--- config.mk ---
export PLATFORM = sky130hd
export DESIGN_NAME = phy_tx_arbiter
export DESIGN_NICKNAME = d
export VERILOG_FILES = /design/src/rtl/pcie_phy_pkg.sv /design/src/rtl/phy_tx_arbiter_skp_timer.sv /design/src/rtl/phy_tx_arbiter.sv
export SDC_FILE = /design/constraint.sdc
export NUM_CORES = 1
export LEC_CHECK = 0
export ABC_AREA = 1
export ABC_CLOCK_PERIOD_IN_PS = 3100
export CAP_MARGIN = 30
export CORE_UTILIZATION = 42
export DETAILED_ROUTE_END_ITERATION = 10
export HOLD_SLACK_MARGIN = 0.12
export PLACE_DENSITY = 0.89
export SLEW_MARGIN = 20
export SYNTH_ARGS = -nofsm -noshare
export SYNTH_HDL_FRONTEND = slang
export SYNTH_SLANG_ARGS = --single-unit
--- constraint.sdc ---
create_clock -name clk_i -period 3.1 [get_ports clk_i]
set_input_delay 0.62 -clock clk_i [delete_from_list [all_inputs] [get_ports clk_i]]
set_output_delay 0.62 -clock clk_i [all_outputs]
set_load 0.005 [all_outputs]
--- src/rtl/pcie_phy_pkg.sv ---
// Shared PHY types: link rates, TX arbiter states, tuser bit positions and
// default SKP intervals.
package pcie_phy_pkg;

  typedef enum logic [2:0] {
    RATE_GEN1 = 3'd0,
    RATE_GEN2 = 3'd1,
    RATE_GEN3 = 3'd2,
    RATE_GEN4 = 3'd3,
    RATE_GEN5 = 3'd4
  } rate_speed_e;

  typedef enum logic [1:0] {
    ST_IDLE = 2'd0,
    ST_DLLP = 2'd1,
    ST_TLP  = 2'd2,
    ST_SKP  = 2'd3
  } arb_st_e;

  localparam int TUSER_DLLP_BIT = 0;
  localparam int TUSER_TLP_BIT  = 1;

  localparam int SKP_INTERVAL_GEN12_DEFAULT = 1180;
  localparam int SKP_INTERVAL_GEN3_DEFAULT  = 370;
  localparam int SKP_TIMER_WIDTH            = 16;

endpackage

--- src/rtl/phy_tx_arbiter_skp_timer.sv ---
// SKP interval timer: counts while the link is up, raises pending at the
// rate-dependent interval and holds until the ordered set is acknowledged.
module skp_interval_timer
  import pcie_phy_pkg::*;
#(
  parameter int SKP_INTERVAL_GEN12 = SKP_INTERVAL_GEN12_DEFAULT,
  parameter int SKP_INTERVAL_GEN3  = SKP_INTERVAL_GEN3_DEFAULT
) (
  input  logic        clk,
  input  logic        rst,
  input  rate_speed_e rate,
  input  logic        run,
  input  logic        clear,
  input  logic        ack,
  output logic        pending
);

  logic [SKP_TIMER_WIDTH-1:0] count;
  logic [SKP_TIMER_WIDTH-1:0] interval;
  rate_speed_e                rate_q;

  always_comb begin
    interval = (rate >= RATE_GEN3) ? SKP_TIMER_WIDTH'(SKP_INTERVAL_GEN3)
                                   : SKP_TIMER_WIDTH'(SKP_INTERVAL_GEN12);
  end

  always_ff @(posedge clk) begin
    if (rst) begin
      count   <= '0;
      pending <= 1'b0;
      rate_q  <= rate;
    end else begin
      rate_q <= rate;
      if (clear) begin
        count   <= '0;
        pending <= 1'b0;
      end else if (ack) begin
        count   <= '0;
        pending <= 1'b0;
      end else if (rate != rate_q) begin
        // A rate change restarts the interval but keeps any request already owed.
        count <= '0;
      end else if (run) begin
        if (count == interval - 1'b1) begin
          pending <= 1'b1;
        end else begin
          count <= count + 1'b1;
          if (count + 1'b1 == interval - 1'b1) pending <= 1'b1;
        end
      end
    end
  end

endmodule

--- src/rtl/phy_tx_arbiter.sv ---
// Packet-atomic scheduler sharing the TX framing datapath between the DLLP and
// TLP streams, with periodic reservation of the datapath for SKP insertion.
module phy_tx_arbiter
  import pcie_phy_pkg::*;
#(
  parameter int DATA_WIDTH         = 32,
  parameter int KEEP_WIDTH         = DATA_WIDTH / 8,
  parameter int USER_WIDTH         = 4,
  parameter int MAX_DLLP_BURST     = 4,
  parameter int SKP_INTERVAL_GEN12 = SKP_INTERVAL_GEN12_DEFAULT,
  parameter int SKP_INTERVAL_GEN3  = SKP_INTERVAL_GEN3_DEFAULT
) (
  input  logic                  clk_i,
  input  logic                  rst_i,
  input  rate_speed_e           curr_data_rate_i,
  input  logic                  link_up_i,
  input  logic [DATA_WIDTH-1:0] s_dllp_axis_tdata,
  input  logic [KEEP_WIDTH-1:0] s_dllp_axis_tkeep,
  input  logic                  s_dllp_axis_tvalid,
  input  logic                  s_dllp_axis_tlast,
  output logic                  s_dllp_axis_tready,
  input  logic [DATA_WIDTH-1:0] s_tlp_axis_tdata,
  input  logic [KEEP_WIDTH-1:0] s_tlp_axis_tkeep,
  input  logic                  s_tlp_axis_tvalid,
  input  logic                  s_tlp_axis_tlast,
  output logic                  s_tlp_axis_tready,
  output logic [DATA_WIDTH-1:0] m_axis_tdata,
  output logic [KEEP_WIDTH-1:0] m_axis_tkeep,
  output logic                  m_axis_tvalid,
  output logic                  m_axis_tlast,
  output logic [USER_WIDTH-1:0] m_axis_tuser,
  input  logic                  m_axis_tready,
  output logic                  skp_req_o,
  input  logic                  skp_ack_i,
  output arb_st_e               arb_state
);

  // Handshake rule on every AXIS port: a beat transfers on a rising clk edge
  // where tvalid and tready are both high; tvalid never depends on tready.

  localparam int BURST_W = $clog2(MAX_DLLP_BURST + 1);
  localparam logic [BURST_W-1:0] BURST_MAX = BURST_W'(MAX_DLLP_BURST);

  arb_st_e              state, state_next;
  logic [BURST_W-1:0]   burst_cnt, burst_next;
  logic                 skp_pending;
  logic                 skp_clear;
  logic                 skp_ack_valid;

  assign arb_state     = state;
  assign skp_clear     = (state == ST_IDLE) && !link_up_i;
  assign skp_ack_valid = (state == ST_SKP) && skp_ack_i;

  skp_interval_timer #(
    .SKP_INTERVAL_GEN12 (SKP_INTERVAL_GEN12),
    .SKP_INTERVAL_GEN3  (SKP_INTERVAL_GEN3)
  ) u_skp_timer (
    .clk     (clk_i),
    .rst     (rst_i),
    .rate    (curr_data_rate_i),
    .run     (link_up_i),
    .clear   (skp_clear),
    .ack     (skp_ack_valid),
    .pending (skp_pending)
  );

  always_ff @(posedge clk_i) begin
    if (rst_i) begin
      state     <= ST_IDLE;
      burst_cnt <= '0;
    end else begin
      state     <= state_next;
      burst_cnt <= burst_next;
    end
  end

  always_comb begin
    state_next         = state;
    burst_next         = burst_cnt;
    m_axis_tdata       = '0;
    m_axis_tkeep       = '0;
    m_axis_tvalid      = 1'b0;
    m_axis_tlast       = 1'b0;
    m_axis_tuser       = '0;
    s_dllp_axis_tready = 1'b0;
    s_tlp_axis_tready  = 1'b0;
    skp_req_o          = 1'b0;

    case (state)
      ST_IDLE: begin
        // Decision is registered: one bubble cycle per packet.
        if (link_up_i) begin
          if (skp_pending) begin
            state_next = ST_SKP;
          end else if (s_dllp_axis_tvalid && (!s_tlp_axis_tvalid || burst_cnt < BURST_MAX)) begin
            state_next = ST_DLLP;
            if (s_tlp_axis_tvalid)
              burst_next = (burst_cnt == BURST_MAX) ? BURST_MAX : burst_cnt + 1'b1;
            else
              burst_next = '0;
          end else if (s_tlp_axis_tvalid) begin
            state_next = ST_TLP;
          end
        end
      end
      ST_DLLP: begin
        m_axis_tdata                 = s_dllp_axis_tdata;
        m_axis_tkeep                 = s_dllp_axis_tkeep;
        m_axis_tvalid                = s_dllp_axis_tvalid;
        m_axis_tlast                 = s_dllp_axis_tlast;
        m_axis_tuser[TUSER_DLLP_BIT] = 1'b1;
        s_dllp_axis_tready           = m_axis_tready;
        if (s_dllp_axis_tvalid && m_axis_tready && s_dllp_axis_tlast)
          state_next = ST_IDLE;
      end
      ST_TLP: begin
        m_axis_tdata                = s_tlp_axis_tdata;
        m_axis_tkeep                = s_tlp_axis_tkeep;
        m_axis_tvalid               = s_tlp_axis_tvalid;
        m_axis_tlast                = s_tlp_axis_tlast;
        m_axis_tuser[TUSER_TLP_BIT] = 1'b1;
        s_tlp_axis_tready           = m_axis_tready;
        if (s_tlp_axis_tvalid && m_axis_tready && s_tlp_axis_tlast) begin
          state_next = ST_IDLE;
          burst_next = '0;
        end
      end
      ST_SKP: begin
        skp_req_o = 1'b1;
        if (skp_ack_i) state_next = ST_IDLE;
      end
      default: state_next = ST_IDLE;
    endcase
  end

endmodule
==> flow_summary.yaml, run 1 <==
sta:
  slew_viol_final: 0
  rsz0062_at_grt: "false"
  fmax_ghz: 0.3589
  timing.final.crit_share_pct: 89.88
  skew_ps: 10.97
  fin_setup_tns_ps: 0
  setup_viol: 0
  period_needed_ps: 2786
  hold_slack_ps: 498.5
  setup_slack_ps: 313.7
  hold_violations: 0
logic_synthesis:
  syn_avg_cell_area_um2: 5.843
  async_flop_share_pct: 0
  synth-seq-area-share_pct: 21.91
  synth_cells: 391
  yosysTopAreaCell: "dfxtp_1"
  netlist_area_um2: 2285
  synth-edff-count: 0
  synth-main-ff-cell: "dfxtp_1"
  synth_cell_type_count: 32
  synth_top_area_share_pct: 21.91
  ys_seq_elements: 25
  synth_area_leaders: "dfxtp_1 22%, nand2_1 21%, a21oi_1 12%"
  yosysWarnings: 0
flow_run:
  max_cap_viol_count: 0
detailed_routing:
  dr_total_vias: 2930
  first_pass_iters: 4
  postRouteAntennaNets: 0
  dr.first_iter.drc_count: 137
  drt_wl_total_mm: 7.739
  wl_per_cell_um: 13.32
  drc: 0
  viasPerCell: 5.043
pwr:
  net-switching-power_mw: 0.8083
  p_int_mw: 1.030
  p_seq_share_pct: 21.6
  finalPower_mw: 1.838
  swShare_pct: 43.97
  cellLeakagePower_nw: 1.349
  ir_drop_mv: 0.5548
  power_frac_clock_pct: 10.5
  p_per_area_nw_per_um2: 503.7
  pwr-share-comb_pct: 67.8
layout:
  fin_cells: 581
  syn_to_final_growth_pct: 59.75
  final_area_um2: 3650
  layout_common_cells: "128 x nand2_1, 128 x clkdlybuf4s50_1, 53 x a21oi_1"
  final_nets: 604
  fillers: 416
  utilization_pct: 70.56
  antennaDiodeCount: 0
  layout-drive-gt1-share_pct: 7.241
setup_path:
  critPathLaunchType: "register"
  reg2reg_slack_ps: 1070
  crit_fanout: 38
  cp.required_ps: 2480
  path_cells: "inv_1 -> ha_1 -> inv_1 -> buf_4 -> a21oi_1 -> clkdlybuf4s50_1"
  crit_path_max_incr_delay_ps: 580
  slowest_stage: "clkdlybuf4s50_1"
  endpoint_kind: "output pin"
  cp.arrival_ps: 2170
  cp_top_family: "buffers and inverters"
  crit_type: "reg2out"
  cp_common_cell: "inv_1"
  path_buf_inv: 4
cts:
  cts_resized: 0
  path_clk_slew_ps: 90
  cts_tree: "built"
  holdBufCountCts: 0
  clkSinkCount: 25
  numCtsBuffers: 3
  cts_setup_buffers: 0
  insertion_delay_ps: 270
  htreeDepth: 1
  clock_path_buffers: 2
  cts-root-buf: "clkbuf_8"
placement:
  gp_congestion: 0.9232
  post-place-ws_ps: 548.1
  hpwlAfterDp_mm: 6.208
  dp.cells: 577
  place_area_um2: 3605
  portBuffers: 128
floorplan:
  coreArea_um2: 5172
  die_area_um2: 5739
  start_util_pct: 44.17
  die_w_um: 75.76
  row_count: 26
  design.portCount: 131
  die_height_um: 75.76
grt:
  grt_pass1_wl_mm: 11.92
  antenna_found_initial: 0
  grt_pass1_vias: 2659
  grtUsageTotal_pct: 26.48
  grt-ovfl-total: 0
  grt_max_degree: 44
status:
  outcome: "completed"
hold_path:
  hold_path_class: "reg2reg"
[Yosys cell counts, drive strengths merged, types with 4 or more instances]
| cell | count |
|---|---|
| buf | 7 |
| a21oi | 56 |
| inv | 38 |
| nand2 | 135 |
| nor2 | 43 |
| clkbuf | 12 |
| ha | 8 |
| a211oi | 5 |
| xor2 | 4 |
| o21ai | 21 |
| dfxtp | 25 |
| nand4 | 5 |
| nand3 | 22 |
[worst register-to-register path, stage by stage (launching register included)]
cell and delay (ps):
dfxtp_1 410, inv_1 120, ha_1 260, inv_1 70
nor2_1 40, inv_1 90, nand3_1 120, nor2_1 410
buf_4 250, o21ai_0 90, a21oi_1 110
[state kept, by name, indices dropped and copies added (netlist names)]
register	cells
arb_state	2
burst_cnt	3
u_skp_timer.count	16
u_skp_timer.pending	1
u_skp_timer.rate_q	3
[power by group through the flow]
stage / registers, mW / logic [mW] / clock network, mW
after floorplan: 0.395 / 0.648 / 0
after global placement: 0.402 / 1.21 / 0
after detailed placement: 0.404 / 1.23 / 0
after CTS: 0.397 / 1.24 / 0.199
after global routing: 0.404 / 1.38 / 0.212
final: 0.398 / 1.25 / 0.194
[path summary, 6_finish.rpt]
| kind | to | depth (start not counted) | start |
|---|---|---|---|
| setup / recovery | m_axis_tdata[15] | 6 | arb_state[0] |
| hold / removal | u_skp_timer.pending | 2 | u_skp_timer.pending |
| setup reg to reg | u_skp_timer.count[9] | 10 | arb_state[0] |
| hold reg to reg | u_skp_timer.pending | 2 | u_skp_timer.pending |
[layout make-up]
type,instances,area [um2],area share (%)
well taps,70,87.58,2.400
clock buffers,4,45.04,1.234
repair buffers,134,1326,36.34
flip-flops and latches,25,500.5,13.71
multi-input cells,310,1548,42.41
inverters,38,142.6,3.908
[logic make-up after synthesis]
logic type,share of synthesized area [%]
AOI/OAI and AO/OA,20.92
xor gates and xnor gates,3.013
adders and majority gates,4.381
buffers and inverters,10.51
DFF,21.91
other,0.1641
and+or+nand+nor,39.10
[per-layer routing]
layer	routed length, um	up-vias	GRT usage (%)
met3	513	14	7.275
met4	131	0	5.350
li1	-	1505	-
met1	3220	1311	32.03
met5	0	-	0
met2	3873	100	46.80
No activity file was read; power rests on OpenSTA's default activity.
==> run 2: changes to the inputs <==
--- a/config.mk
+++ b/config.mk
@@ -8,10 +8,13 @@
 export ABC_AREA = 1
 export ABC_CLOCK_PERIOD_IN_PS = 3100
 export CAP_MARGIN = 30
-export CORE_UTILIZATION = 42
+export CELL_PAD_IN_SITES_DETAIL_PLACEMENT = 0
+export CELL_PAD_IN_SITES_GLOBAL_PLACEMENT = 1
+export CORE_UTILIZATION = 26
+export CTS_CLUSTER_SIZE = 20
 export DETAILED_ROUTE_END_ITERATION = 10
 export HOLD_SLACK_MARGIN = 0.12
-export PLACE_DENSITY = 0.89
+export PLACE_DENSITY = 0.87
 export SLEW_MARGIN = 20
 export SYNTH_ARGS = -nofsm -noshare
 export SYNTH_HDL_FRONTEND = slang
==> run 2 against run 1 <==
Net effect: combinational power hardly changed; via count shrank 2.7%; clock-buffer cell count fell by 1; utilization shrank 26 points; die area increased by 60%; critical path depth grew 1; final cell count rose by 6.0%; global-route usage decreased by 8.8 points; clock skew decreased by 7.4 ps; sequential share of layout area shrank 0.18 points; critical endpoint is now m_axis_tdata[8]; cell area increased by 1.3%; register-to-register slack better by 40 ps.
==> flow_summary.yaml, run 2 (synthesis results as in run 1) <==
status:
  outcome: "completed"
pwr:
  power_frac_clock_pct: 11.1
  cellLeakagePower_nw: 1.348
  finalPower_mw: 1.869
  net-switching-power_mw: 0.8262
  pwr-share-comb_pct: 67.7
  p_seq_share_pct: 21.2
  swShare_pct: 44.21
  p_per_area_nw_per_um2: 505.4
  ir_drop_mv: 0.8321
  p_int_mw: 1.042
setup_path:
  endpoint_kind: "output pin"
  reg2reg_slack_ps: 1110
  slowest_stage: "clkdlybuf4s50_1"
  path_cells: "inv_1 -> ha_1 -> inv_1 -> buf_4 -> buf_4 -> a21oi_1 -> clkdlybuf4s50_1"
  crit_path_max_incr_delay_ps: 530
  path_buf_inv: 5
  crit_type: "reg2out"
  cp_top_family: "buffers and inverters"
  cp.arrival_ps: 2230
  cp.required_ps: 2480
  crit_fanout: 33
  critPathLaunchType: "register"
layout:
  final_nets: 604
  regArea_um2: 500.5
  antennaDiodeCount: 0
  largest-register: "u_skp_timer.count"
  multi_input_area_um2: 1548
  syn_to_final_growth_pct: 61.83
  layout_common_cells: "128 x nand2_1, 128 x clkdlybuf4s50_1, 53 x a21oi_1"
  layout-drive-gt1-share_pct: 7.436
  reg_top3: "u_skp_timer.count x16, burst_cnt x3, u_skp_timer.rate_q x3"
  fillers: 877
  largest_register_ffs: 16
sta:
  fmax_ghz: 0.3511
  setup_slack_ps: 251.6
  period_needed_ps: 2848
  skew_ps: 3.597
  fin_setup_tns_ps: 0
  setup_viol: 0
  hold_violations: 0
  slew_viol_final: 0
  timing.final.crit_share_pct: 91.88
  rsz0062_at_grt: "false"
cts:
  htreeDepth: 1
  cts_setup_buffers: 0
  numCtsBuffers: 3
  insertion_delay_ps: 280
  cts_tree: "built"
  path_clk_slew_ps: 100
  clock_path_buffers: 2
  clkSinkCount: 25
  cts-root-buf: "clkbuf_8"
  holdBufCountCts: 0
  cts_resized: 0
floorplan:
  die_height_um: 95.74
  row_count: 33
  die_area_um2: 9166
  design.portCount: 131
  die_w_um: 95.74
  coreArea_um2: 8341
  start_util_pct: 27.39
detailed_routing:
  dr.first_iter.drc_count: 91
  viasPerCell: 4.628
  dr_total_vias: 2851
  first_pass_iters: 4
  drt_wl_total_mm: 8.192
  drc: 0
  postRouteAntennaNets: 0
  wl_per_cell_um: 13.30
hold_path:
  hold_path_class: "reg2reg"
grt:
  grt_max_degree: 44
  grt-ovfl-total: 0
  grtUsageTotal_pct: 17.69
  antenna_found_initial: 0
  grt_pass1_wl_mm: 12.99
  grt_pass1_vias: 2689
placement:
  portBuffers: 128
  hpwlAfterDp_mm: 6.518
  gp_congestion: 0.8383
  post-place-ws_ps: 495.7
flow_run:
  max_cap_viol_count: 0
==> run 2: changes by cell type in the layout (fill, tap and decap cells not counted) <==
cell | previous run | this run
clkinvlp_4 | 0 | 1
clkbuf_1 | 1 | 0
==> run 2: path summary, 6_finish.rpt <==
path,startpoint,endpoint,cells after the start
worst max-delay path,arb_state[0],m_axis_tdata[8],7
worst min register to register,u_skp_timer.pending,u_skp_timer.pending,2
worst min-delay path,u_skp_timer.pending,u_skp_timer.pending,2
worst max register to register,u_skp_timer.count[0],u_skp_timer.pending,13
==> run 2: worst reg2reg max path, delay by kind of cell (launching register included) <==
family,cells,cell delay [ps]
simple gates,10,970
flops,1,510
fa+ha+maj,1,290
compound gates,1,100
buf+inv,1,80
==> run 2: metal layers <==
metal | global-route usage, % | up-vias | wire [um]
li1 | - | 1502 | -
met1 | 23.21 | 1261 | 3566
met2 | 31.43 | 80 | 4286
met3 | 2.212 | 8 | 265
met4 | 2.612 | 0 | 73
met5 | 0 | - | 0
==> run 2: through the flow <==
| stage | instance area, um2 | std cells | util, % | hold slack [ps] |
|---|---|---|---|---|
| floorplan | 2288 | 392 | - | 455.2 |
| global placement | 3649 | 612 | 43.74 | 472.8 |
| detailed placement | 3649 | 612 | 43.74 | 478.7 |
| CTS | 3697 | 616 | 44.33 | 494.9 |
| global route | 3697 | 616 | 44.33 | 516.8 |
| finish | 3697 | 616 | 44.33 | 491.3 |
==> run 2: layout make-up <==
cell class                      instances  share of cell area (%)
Clock inverter                          1                  0.2030
Timing Repair Buffer                  134                   35.87
Inverter                               38                   3.858
Clock buffer                            3                   1.117
Multi-Input combinational cell        310                   41.86
Tap cell                              105                   3.553
Sequential cell                        25                   13.54
==> run 2: power by group through the flow <==
stage               combinational [mW]  clock [mW]  sequential, mW
detailed placement                1.27           0           0.402
floorplan                        0.648           0           0.395
global route                      1.41       0.229           0.401
CTS                               1.28       0.214           0.397
global placement                  1.26           0           0.402
finish                            1.26       0.208           0.397
==> run 3: changes to the inputs <==
--- a/config.mk
+++ b/config.mk
@@ -15,6 +15,7 @@
 export DETAILED_ROUTE_END_ITERATION = 10
 export HOLD_SLACK_MARGIN = 0.12
 export PLACE_DENSITY = 0.87
+export SETUP_SLACK_MARGIN = 0.4
 export SLEW_MARGIN = 20
 export SYNTH_ARGS = -nofsm -noshare
 export SYNTH_HDL_FRONTEND = slang
==> run 3 against run 2 <==
Net effect: cell area grew 2.0%; clock-buffer cell count unchanged; register-to-register slack is essentially flat; utilization is 0.87 points higher; clock skew fell by 1.9 ps.
==> flow_summary.yaml, run 3 (synthesis results as in run 1) <==
floorplan:
  row_count: 33
  start_util_pct: 27.39
  coreArea_um2: 8341
  die_height_um: 95.74
  design.portCount: 131
  die_area_um2: 9166
  die_w_um: 95.74
detailed_routing:
  drt_wl_total_mm: 8.272
  dr_total_vias: 2840
  postRouteAntennaNets: 0
  first_pass_iters: 4
  viasPerCell: 4.588
  drc: 0
  dr.first_iter.drc_count: 108
  wl_per_cell_um: 13.36
placement:
  hpwlAfterDp_mm: 6.518
  portBuffers: 128
  gp_congestion: 0.8383
  dp.cells: 612
layout:
  layout_common_cells: "128 x nand2_1, 122 x clkdlybuf4s50_1, 53 x a21oi_1"
  fin_cells: 619
  reg_top3: "u_skp_timer.count x16, burst_cnt x3, u_skp_timer.rate_q x3"
  largest-register: "u_skp_timer.count"
  final_nets: 607
  largest_register_ffs: 16
  layout-drive-gt1-share_pct: 8.366
  mostFrequentLayoutCell: "nand2_1"
  antennaDiodeCount: 0
  utilization_pct: 45.20
  syn_to_final_growth_pct: 65.01
setup_path:
  endpoint_kind: "output pin"
  critPathLaunchType: "register"
  cp.arrival_ps: 1980
  cp.required_ps: 2480
  crit_fanout: 41
  cp_top_family: "buffers and inverters"
  crit_path_max_incr_delay_ps: 530
  path_cells: "inv_1 -> ha_1 -> buf_12 -> nand2_1 -> a21oi_1 -> clkdlybuf4s50_1"
  reg2reg_slack_ps: 1100
  crit_type: "reg2out"
  slowest_stage: "clkdlybuf4s50_1"
  path_buf_inv: 3
cts:
  cts_tree: "built"
  holdBufCountCts: 0
  numCtsBuffers: 3
  path_clk_slew_ps: 90
  cts-root-buf: "clkbuf_8"
  clkSinkCount: 25
  clock_path_buffers: 2
  insertion_delay_ps: 280
  htreeDepth: 1
sta:
  slew_viol_final: 0
  fmax_ghz: 0.3843
  hold_violations: 0
  fin_setup_tns_ps: 0
  skew_ps: 1.733
  maxSlewHeadroom_pct: 66.23
  rsz0062_at_grt: "true"
  timing.final.crit_share_pct: 83.95
  hold_slack_ps: 492.9
  setup_viol: 0
  worst_slew_pin_slew_ps: 506.0
  period_needed_ps: 2602
pwr:
  cellLeakagePower_nw: 1.481
  finalPower_mw: 1.954
  ir_drop_mv: 0.9232
  p_per_area_nw_per_um2: 518.3
grt:
  grt_max_degree: 44
  grt_pass1_vias: 2711
  grt_pass1_wl_mm: 13.03
  grtUsageTotal_pct: 17.72
  antenna_found_initial: 0
  grt-ovfl-total: 0
hold_path:
  hold_path_class: "reg2reg"
status:
  outcome: "completed"
flow_run:
  max_cap_viol_count: 0
==> run 3: changes by cell type in the layout (fill, tap and decap cells not counted), sizes merged <==
| cell | previous run | this run |
|---|---|---|
| buf | 6 | 9 |
| clkdlybuf4s50 | 128 | 122 |
| dlymetal6s2s | 0 | 6 |
==> run 3: layout make-up <==
cell class                 instances  area (um2)
timing repair buffer             137        1396
multi-input combinational        310        1548
inverter                          38       142.6
clock buffer                       3       41.29
tap                              105       131.4
sequential                        25       503.0
fill                             864        4571
clock inverter                     1       7.507
==> run 3: worst reg2reg max path, delay by kind of cell, from the launching register on <==
| family | cells | cell delay (ps) |
|---|---|---|
| simple gates | 11 | 1060 |
| flops | 1 | 510 |
| compound gates | 1 | 100 |
| fa+ha+maj | 1 | 290 |
==> run 3: metrics by stage <==
stage | instance area [um2] | setup WS [ps]
3_3_place_gp | 3649 | 553.4
4_1_cts | 3737 | 413.3
6_report | 3770 | 497.6
3_5_place_dp | 3649 | 495.7
5_1_grt | 3770 | 369.4
2_1_floorplan | 2288 | 885.1
==> run 3: per-layer routing <==
metal	wire length (um)	up-vias	share of wire (%)	GRT usage [%]
met5	0	-	0	0
met4	72	0	0.87	2.612
met3	214	7	2.6	2.133
met2	4357	63	53	31.55
met1	3628	1264	44	23.26
li1	-	1506	-	-
==> run 3: repair_timing <==
| item | 4_1_cts | 5_1_grt |
|---|---|---|
| resized for setup | 6 | 12 |
| endpoints found under the setup margin | 38 | 37 |
| hold endpoints to repair | 0 | 0 |
| setup buffers | 3 | 0 |
==> run 3: report_power, final <==
part / internal [mW] / total, mW / switching (mW)
clock: 0.0914 / 0.207 / 0.116
sequential: 0.362 / 0.392 / 0.0299
combinational: 0.658 / 1.35 / 0.697
==> run 3: worst paths after layout <==
check	from	endpoint	cells past startpoint
setup / recovery	arb_state[1]	m_axis_tdata[10]	6
hold / removal	u_skp_timer.pending	u_skp_timer.pending	2
setup reg to reg	u_skp_timer.count[0]	u_skp_timer.pending	13
hold reg to reg	u_skp_timer.pending	u_skp_timer.pending	2
==> edit: new RTL, config.mk and constraints of run 3 <==
`DATA_WIDTH`: 32 -> 64.
--- a/src/rtl/phy_tx_arbiter.sv
+++ b/src/rtl/phy_tx_arbiter.sv
@@ -3,7 +3,7 @@
 module phy_tx_arbiter
   import pcie_phy_pkg::*;
 #(
-  parameter int DATA_WIDTH         = 32,
+  parameter int DATA_WIDTH         = 64,
   parameter int KEEP_WIDTH         = DATA_WIDTH / 8,
   parameter int USER_WIDTH         = 4,
   parameter int MAX_DLLP_BURST     = 4,
Ports: changed (6 resized); port bits go from 131 to 239. No check against the original RTL was run, so the function may have changed too.
==> edit against run 3 <==
Die area is 19% higher; non-clock buffer count is 119 higher; design area is 47% higher; largest cell class is now non-clock buffers; register-to-register slack worse by 0.03 ns; routed wire length is 75% higher; sequential cell count stayed put; area after synthesis is 19% higher; count of clock-buffer cells in the layout stayed put; worst setup slack worse by 0.026 ns; power is 56% higher.
==> edit: results (changes against run 3) <==
* Routing usage on met1 at 28.1% (+4.8 points)
* Post-Synth XOR/XNOR Area at 1.61% (-1.4 points)
* Routed WL at 14,500 um (+75%)
* # port buffers at 236 (+84%)
* Status: complete, no violations
* Met3 usage at 5.64% (+3.5 points)
* Largest stage delay, worst path at 0.53 ns (about the same)
* First-pass GRT wire length at 21,400 um (+65%)
* Initial antenna violation count at 1 (+1)
* DRT Pass-1 Iters at 6 (+2)
* DPL Wire Length at 11,300 um (+74%)
* Mux cell area share after synthesis at 0% (unchanged)
* Vias in the first global route at 4,148 (+53%)
* Fin nets at 913 (+50%)
* Global-route track usage on met2 at 45.9% (+14 points)
* Synth top area cells: nand2_1, dfxtp_1, a21oi_1
* WL met3 at 976 um (+360%)
* Worst-case clock skew at 0.0121 ns (+0.0104 ns)
* FILL cells at 1,023 (+18%)
* Register area share after synthesis at 18.4% (-3.5 points)
* Share of layout cells above drive strength 1 at 5.88% (-2.5 points)
* Clock transition at the registers of the reported paths at 0.11 ns (+0.02 ns)
* Met1 wire length at 5760 um (+59%)
* Top post-synthesis cells by count: nand2_1, a21oi_1, nor2_1, inv_1, dfxtp_1
* Compound-Gate Fraction of Synth Area at 23.4% (+2.5 points)
* Peak supply drop at 0.355 mV (-62%)
* DRT iter0 DRCs at 218 (+100%)
* Via count at 4,230 (+49%)
* Leakage at 2.26 nW (+53%)
* Synth cell types at 30 (-6.3%)
* GP Congestion at 0.951 (+13%)
* Global-route usage over all layers at 24.8% (+7.1 points)
* Crit path DAT at 2.01 ns (+0.03 ns)
* Post-synthesis adder-cell area fraction at 3.68% (-0.70 points)
* Routed length on met2 at 7410 um (+70%)
* Largest net degree at the start of global routing at 42 (-4.5%)
[edit: cell types whose count changed after synthesis, moves of 3 or more]
| cell | change |
|---|---|
| a21oi_1 | +39 |
| inv_2 | -3 |
| o21ai_0 | +7 |
| o21ai_1 | -9 |
| buf_1 | +12 |
| nor2_2 | -5 |
| nor2_1 | +12 |
| nand2_2 | -4 |
| nand2_1 | +79 |
[edit: final cells by class]
type	instances	share of cell area (%)
Clock buffer	3	0.744
Clock inverter	1	0.135
Sequential cell	25	9.15
Inverter	37	2.68
Multi-Input combinational cell	426	36.1
Antenna cell	1	0.0451
Timing Repair Buffer	256	48.1
Tap cell	133	3.00
[edit: report_power, final]
part	internal [W]	switching, W	total, W
Clock	0.0000914	0.000119	0.000211
Sequential	0.000360	0.0000397	0.000400
Combinational	0.00120	0.00123	0.00244
[edit: worst paths after layout]
kind         slack [ns]            startpoint             endpoint
max                0.47          arb_state[1]     m_axis_tdata[13]
min                0.51          burst_cnt[1]         burst_cnt[1]
max reg2reg        1.07  u_skp_timer.count[0]  u_skp_timer.pending
min reg2reg        0.51          burst_cnt[1]         burst_cnt[1]
[edit: per-stage QoR]
step	cells	setup slack (ns)	instance area, um2	hold slack, ns	utilization (%)
2_1_floorplan	519	0.899	2720	0.455	-
3_3_place_gp	868	0.318	5220	0.476	52.5
3_5_place_dp	868	0.220	5220	0.491	52.5
4_1_cts	876	0.404	5390	0.509	54.2
5_1_grt	882	0.356	5550	0.562	55.8
6_report	882	0.471	5550	0.513	55.8
[edit: timing repair]
| action | CTS | global route |
|---|---|---|
| pin swaps | 1 | 1 |
| cloned | 1 | 1 |
| setup endpoints to repair | 77 | 51 |
| gates resized for setup | 17 | 29 |
| setup buffers | 3 | 4 |
